<file path="src/rtl/display_pkg.sv">
// Shared constants and types for the 7-segment scan controller.
// Digit codes, anode patterns, slot and conversion-state encodings.
package display_pkg;

  localparam logic [3:0] DIG_MINUS = 4'hA;
  localparam logic [3:0] DIG_BLANK = 4'hF;

  localparam logic [2:0] AN_UNITS = 3'b110;
  localparam logic [2:0] AN_TENS  = 3'b101;
  localparam logic [2:0] AN_SIGN  = 3'b011;

  typedef enum logic [1:0] {
    SLOT_UNITS,
    SLOT_TENS,
    SLOT_SIGN
  } slot_e;

  typedef enum logic [0:0] {
    ST_IDLE,
    ST_CONV
  } conv_state_e;

  // -16 maps to 16: the negate wraps in 5 bits and is read unsigned
  function automatic logic [4:0] abs_mag(
    input logic [4:0] v,
    input logic       sm
  );
    return (sm && v[4]) ? 5'(~v + 5'd1) : v;
  endfunction

endpackage

</file>
<file path="src/rtl/display_scan_if.sv">
// Value handshake between the value source and the scan controller.
// The source is master; the controller is slave.
interface display_scan_if;
  logic       value_valid;
  logic       value_ready;
  logic [4:0] value;
  logic       signed_mode;

  modport master (
    output value_valid,
    output value,
    output signed_mode,
    input  value_ready
  );

  modport slave (
    input  value_valid,
    input  value,
    input  signed_mode,
    output value_ready
  );
endinterface

</file>
<file path="src/rtl/bin2bcd_seq.sv">
// Sequential 5-bit to tens/units converter by repeated subtraction.
// done_o marks the cycle whose edge holds the final result.
module bin2bcd_seq
  import display_pkg::*;
(
  input  logic       clk,
  input  logic       rst_n,
  input  logic       start_i,
  input  logic [4:0] value_i,
  input  logic       signed_i,
  output logic       done_o,
  output logic [3:0] tens_o,
  output logic [3:0] units_o,
  output logic       neg_o
);

  logic       busy_q, busy_d;
  logic [4:0] mag_q, mag_d;
  logic [3:0] tens_q, tens_d;
  logic       neg_q, neg_d;

  assign done_o  = busy_q && (mag_q < 5'd10);
  assign tens_o  = tens_q;
  assign units_o = mag_q[3:0];
  assign neg_o   = neg_q;

  always_comb begin
    busy_d = busy_q;
    mag_d  = mag_q;
    tens_d = tens_q;
    neg_d  = neg_q;
    if (start_i) begin
      busy_d = 1'b1;
      mag_d  = abs_mag(value_i, signed_i);
      tens_d = 4'd0;
      neg_d  = signed_i & value_i[4];
    end else if (busy_q) begin
      if (done_o) begin
        busy_d = 1'b0;
      end else begin
        mag_d  = mag_q - 5'd10;
        tens_d = tens_q + 4'd1;
      end
    end
  end

  always_ff @(posedge clk or negedge rst_n) begin
    if (!rst_n) begin
      busy_q <= 1'b0;
      mag_q  <= '0;
      tens_q <= '0;
      neg_q  <= 1'b0;
    end else begin
      busy_q <= busy_d;
      mag_q  <= mag_d;
      tens_q <= tens_d;
      neg_q  <= neg_d;
    end
  end

endmodule

</file>
<file path="src/rtl/display_scan_ctrl.sv">
// Accepts a value, converts it to digits, and scans units/tens/sign
// through one shared decoder with active-low anode enables.
module display_scan_ctrl
  import display_pkg::*;
#(
  parameter int unsigned SCAN_DIV = 50000
) (
  input  logic                 clk,
  input  logic                 rst_n,
  display_scan_if.slave        bus,
  output logic [3:0]           digit,
  output logic [2:0]           an
);

  localparam int unsigned CW = $clog2(SCAN_DIV);
  localparam logic [CW-1:0] CNT_MAX = CW'(SCAN_DIV - 1);

  conv_state_e state_q, state_d;
  logic        accept;
  logic        cv_done;
  logic [3:0]  cv_tens;
  logic [3:0]  cv_units;
  logic        cv_neg;

  logic [3:0]  units_q, units_d;
  logic [3:0]  tens_q, tens_d;
  logic        sign_q, sign_d;

  logic [CW-1:0] cnt_q, cnt_d;
  logic          tick;
  slot_e         slot_q, slot_d;
  logic [3:0]    digit_q, digit_d;
  logic [2:0]    an_q, an_d;

  assign bus.value_ready = (state_q == ST_IDLE);
  assign accept = bus.value_valid && bus.value_ready;
  assign digit  = digit_q;
  assign an     = an_q;

  bin2bcd_seq u_conv (
    .clk      (clk),
    .rst_n    (rst_n),
    .start_i  (accept),
    .value_i  (bus.value),
    .signed_i (bus.signed_mode),
    .done_o   (cv_done),
    .tens_o   (cv_tens),
    .units_o  (cv_units),
    .neg_o    (cv_neg)
  );

  always_comb begin
    state_d = state_q;
    unique case (state_q)
      ST_IDLE: if (accept)  state_d = ST_CONV;
      ST_CONV: if (cv_done) state_d = ST_IDLE;
      default: state_d = ST_IDLE;
    endcase
  end

  // All three display registers move on the same edge
  always_comb begin
    units_d = units_q;
    tens_d  = tens_q;
    sign_d  = sign_q;
    if (cv_done) begin
      units_d = cv_units;
      tens_d  = (cv_tens == 4'd0) ? DIG_BLANK : cv_tens;
      sign_d  = cv_neg;
    end
  end

  assign tick  = (cnt_q == CNT_MAX);
  assign cnt_d = tick ? '0 : cnt_q + 1'b1;

  // Slot decisions use the display registers before any same-edge commit
  always_comb begin
    slot_d  = slot_q;
    digit_d = digit_q;
    an_d    = an_q;
    if (tick) begin
      unique case (slot_q)
        SLOT_UNITS: slot_d = SLOT_TENS;
        SLOT_TENS:  slot_d = sign_q ? SLOT_SIGN : SLOT_UNITS;
        default:    slot_d = SLOT_UNITS;
      endcase
      unique case (slot_d)
        SLOT_TENS: begin
          digit_d = tens_q;
          an_d    = AN_TENS;
        end
        SLOT_SIGN: begin
          digit_d = DIG_MINUS;
          an_d    = AN_SIGN;
        end
        default: begin
          digit_d = units_q;
          an_d    = AN_UNITS;
        end
      endcase
    end
  end

  always_ff @(posedge clk or negedge rst_n) begin
    if (!rst_n) begin
      state_q <= ST_IDLE;
      units_q <= 4'd0;
      tens_q  <= DIG_BLANK;
      sign_q  <= 1'b0;
      cnt_q   <= '0;
      slot_q  <= SLOT_UNITS;
      digit_q <= 4'd0;
      an_q    <= AN_UNITS;
    end else begin
      state_q <= state_d;
      units_q <= units_d;
      tens_q  <= tens_d;
      sign_q  <= sign_d;
      cnt_q   <= cnt_d;
      slot_q  <= slot_d;
      digit_q <= digit_d;
      an_q    <= an_d;
    end
  end

endmodule

</file>
<file path="src/flat_wrapper.sv">
// flat-port wrapper written by rule: the top's interface ports become plain ports
module display_scan_ctrl_flat import display_pkg::*;
#(
  parameter int unsigned SCAN_DIV = 50000
)
  (clk, rst_n, digit, an, bus_value_valid, bus_value, bus_signed_mode, bus_value_ready);
  display_scan_if bus_i ();
  input  logic clk;
  input  logic rst_n;
  output logic [3:0] digit;
  output logic [2:0] an;
  input wire logic [$bits(bus_i.value_valid)-1:0] bus_value_valid;
  input wire logic [$bits(bus_i.value)-1:0] bus_value;
  input wire logic [$bits(bus_i.signed_mode)-1:0] bus_signed_mode;
  output wire logic [$bits(bus_i.value_ready)-1:0] bus_value_ready;
  assign bus_i.value_valid = bus_value_valid;
  assign bus_i.value = bus_value;
  assign bus_i.signed_mode = bus_signed_mode;
  assign bus_value_ready = bus_i.value_ready;
  display_scan_ctrl #(.SCAN_DIV(SCAN_DIV)) u_core (.clk(clk), .rst_n(rst_n), .bus(bus_i), .digit(digit), .an(an));
endmodule
</file>
<file path="config.mk">
export PLATFORM = sky130hd
export DESIGN_NAME = display_scan_ctrl_flat
export DESIGN_NICKNAME = d
export VERILOG_FILES = /design/src/rtl/display_pkg.sv /design/src/rtl/display_scan_if.sv /design/src/rtl/bin2bcd_seq.sv /design/src/rtl/display_scan_ctrl.sv /design/src/flat_wrapper.sv
export SDC_FILE = /design/constraint.sdc
export NUM_CORES = 1
export LEC_CHECK = 0
export BUFFER_PORTS_ARGS = -buffer_cell sky130_fd_sc_hd__buf_4
export CAP_MARGIN = 20
export CORE_MARGIN = 4
export CORE_UTILIZATION = 33
export CTS_BUF_LIST = sky130_fd_sc_hd__clkbuf_2 sky130_fd_sc_hd__clkbuf_4 sky130_fd_sc_hd__clkbuf_8
export DETAILED_ROUTE_END_ITERATION = 10
export MAX_ROUTING_LAYER = met4
export SYNTH_ARGS = -nofsm -noshare
export SYNTH_HDL_FRONTEND = slang
export SYNTH_SLANG_ARGS = --single-unit
</file>
<file path="constraint.sdc">
create_clock -name clk -period 3.3 [get_ports clk]
set_input_delay 0.165 -clock clk [delete_from_list [all_inputs] [get_ports clk]]
set_output_delay 0.165 -clock clk [all_outputs]
set_load 0.02 [all_outputs]
</file>
==> flow_summary.ini <==
[drt]
drc = 0
dr.first_iter.drc_count = 85
via_per_inst = 4.95
dr_total_vias = 1570
avgRoutedWirePerCell_um = 12.9
drt-pass1-iter-count = 4
finalWirelength_mm = 4.08
postRouteAntennaNets = 0

[global_routing]
grt_pass1_wl_mm = 7.36
grt.overflow.total = 0
antenna_found_initial = 0
grt_max_degree = 47
grt_pass1_vias = 1540
gr-usage-all-layers_pct = 11.2

[clocking]
cts.sinks = 46
clockBufferDepth = 2
cts_resized = 0
post-cts-setup-buffer-count = 0
cts_made_buffers = 5
cts_max_level = 2
clkTransAtPathRegs_ps = 80
clockRootBuffer = clkbuf_8
clk_latency_ps = 290
cts_tree = yes

[outcome]
status = complete, no violations

[sta]
layout_min_cycle_time_ps = 2320
finalHoldWorstSlack_ps = 136
grt_setup_unrepaired = false
clock_skew_ps = 8.46
setup_tns_ps = 0
slew_headroom_pct = 43.6
worstMarginPinSlew_ps = 843
setup_viol = 0
final_max_slew_viol_count = 0
fmax_mhz = 431
hold_viol_final = 0
fin_crit_sh_pct = 70.3

[finish]
antenna_cells = 0
drive_above_1_share_pct = 15.0
area_growth_pct = 13.8
final_nets = 253

[setup_path]
crit_start = u_core.cnt_q[4]
ff2ff_setup_slack_ps = 980
crit_fanout = 10
arrival_ps = 2490
worstSetupPathType = flip-flop to flip-flop
r2r-end = u_core.digit[1]
start_kind = flip-flop
endpoint = u_core.digit[1]
cp-end-kind = flip-flop
cp.required_ps = 3470
reg2reg_from = u_core.cnt_q[4]
r2r_cells = 4

[run]
cap_viol_max_count = 0

[yosys]
synth_nets = 234
yosys.area.top_type = dfrtp_1
synth_cells = 220
synth_edf_count = 0
synth_most_common_cell = dfrtp_1
synth-async-reset-ratio_pct = 100
yosys-top-cells-count = dfrtp_1, nand2_1, nor2_1
syn_area_per_cell_sq_um = 10.0
synth_cell_types = 43
yosys-top-cells-area = dfrtp_1, dfstp_2, nand2_1, xnor2_1, nor2_1
ys_seq_elements = 46
yosysSeqAreaShare_pct = 52.5
yosys_warnings = 0
synth_top_area_share_pct = 45.4
yosys_most_used_dff = dfrtp_1
netlist_area_sq_um = 2210

[placed_design]
place.gp.congestion = 0.782
dp_hpwl_mm = 2.98
port-buffer-count = 16

[floorplan]
ios = 17
die_h_um = 89.8
initial_core_util_pct = 34.4
fp.dieW_um = 89.8
core_area_sq_um = 6420
die_area_sq_um = 8060
core.rowCount = 29

[power_and_ir_drop]
clkPwrFrac_pct = 23.5
power.share.switching_pct = 31.4
combPwrFrac_pct = 25.1
power.internal_uw = 1030
p_leak_uw = 0.00110
irDropWorstVdd_mv = 0.415
power_density_nw_per_um2 = 597
power_frac_seq_pct = 51.5
switchingPower_uw = 470

[min_path]
min_path_type = primary input to flip-flop
==> sequential cells by signal (all words and copies together) (netlist names) <==
name,count
u_core.cnt_q,16
u_core.slot_q,2
u_core.u_conv.neg_o,1
u_core.tens_q,4
u_core.u_conv.tens_o,4
u_core.digit,4
u_core.units_q,4
u_core.an,3
u_core.state_q,1
u_core.u_conv.busy_q,1
u_core.sign_q,1
u_core.u_conv.mag_q,5
==> critical path: stages, from the launching register on <==
cell	delay (ps)
dfrtp_1	450
or4b_4	570
or4_1	760
a2111oi_4	360
nor2_1	60
==> power groups by stage <==
stage          combinational [uW]  sequential (uW)  clock (uW)
5_1_grt                       431              789         393
6_report                      376              771         352
2_1_floorplan                 296              757           0
3_5_place_dp                  381              784           0
4_1_cts                       383              773         368
3_3_place_gp                  371              782           0
==> per-layer routing <==
layer / routed length (um) / global-route usage [%] / part of all wire (%) / up-vias
met5: 0 / - / 0 / -
met4: 13 / 2.68 / 0.32 / 0
met3: 150 / 2.92 / 3.7 / 2
met2: 1920 / 17.0 / 47 / 20
met1: 1990 / 14.9 / 49 / 741
li1: - / - / - / 807
==> what timing repair did <==
| item | CTS | global route |
|---|---|---|
| hold buffers | 1 | 0 |
| hold endpoints to repair | 40 | 0 |
| endpoints found under the setup margin | 0 | 0 |
==> metrics by stage <==
step	util, %	area (sq um)	instances	worst slack (ps)	power, uW
3_3_place_gp	37.5	2410	308	1030	1150
2_1_floorplan	-	2210	220	1190	1050
4_1_cts	39.1	2510	317	962	1520
5_1_grt	39.1	2510	317	854	1610
3_5_place_dp	37.5	2410	308	993	1160
6_report	39.1	2510	317	981	1500
==> kinds of logic after synthesis <==
family          count (synthesis)  synth area share (%)
compound gates                 41                  13.2
xor+xnor                       15                  5.95
fa+ha+maj                       5                  2.83
buf+inv                        18                  3.17
flops                          46                  52.5
mux                             3                  1.47
simple gates                   92                  20.9
==> how the worst min path moves through the flow <==
stage	cells after the start	from	to	slack [ps]
2_1_floorplan	0	rst_n	u_core.an[0]	-130
3_3_place_gp	1	rst_n	u_core.cnt_q[3]	210
3_5_place_dp	1	rst_n	u_core.cnt_q[2]	210
4_1_cts	3	bus_value[4]	u_core.u_conv.mag_q[4]	130
5_1_grt	3	bus_value[4]	u_core.u_conv.mag_q[4]	130
6_report	3	bus_value[4]	u_core.u_conv.mag_q[4]	140
==> layout by cell type (no fill, tap or decap), types with 5 or more instances in the layout <==
| master | n |
|---|---|
| xnor2_1 | 10 |
| xor2_1 | 5 |
| nor2_1 | 21 |
| o21ai_1 | 10 |
| clkbuf_8 | 6 |
| nand3_1 | 8 |
| inv_1 | 12 |
| ha_1 | 5 |
| a21oi_1 | 8 |
| nand2_1 | 31 |
| dfrtp_1 | 40 |
| buf_4 | 17 |
| o21ai_0 | 6 |
| dfstp_2 | 6 |
==> cell type report <==
cell class,count,area [sq um]
Clock inverter,1,5.00
Timing Repair Buffer,18,138
Clock buffer,7,90.1
Sequential cell,46,1160
Tap cell,77,96.3
Multi-Input combinational cell,156,978
Inverter,12,45.0
Fill cell,636,3910
Note: power is estimated with default switching activity, not from simulation.
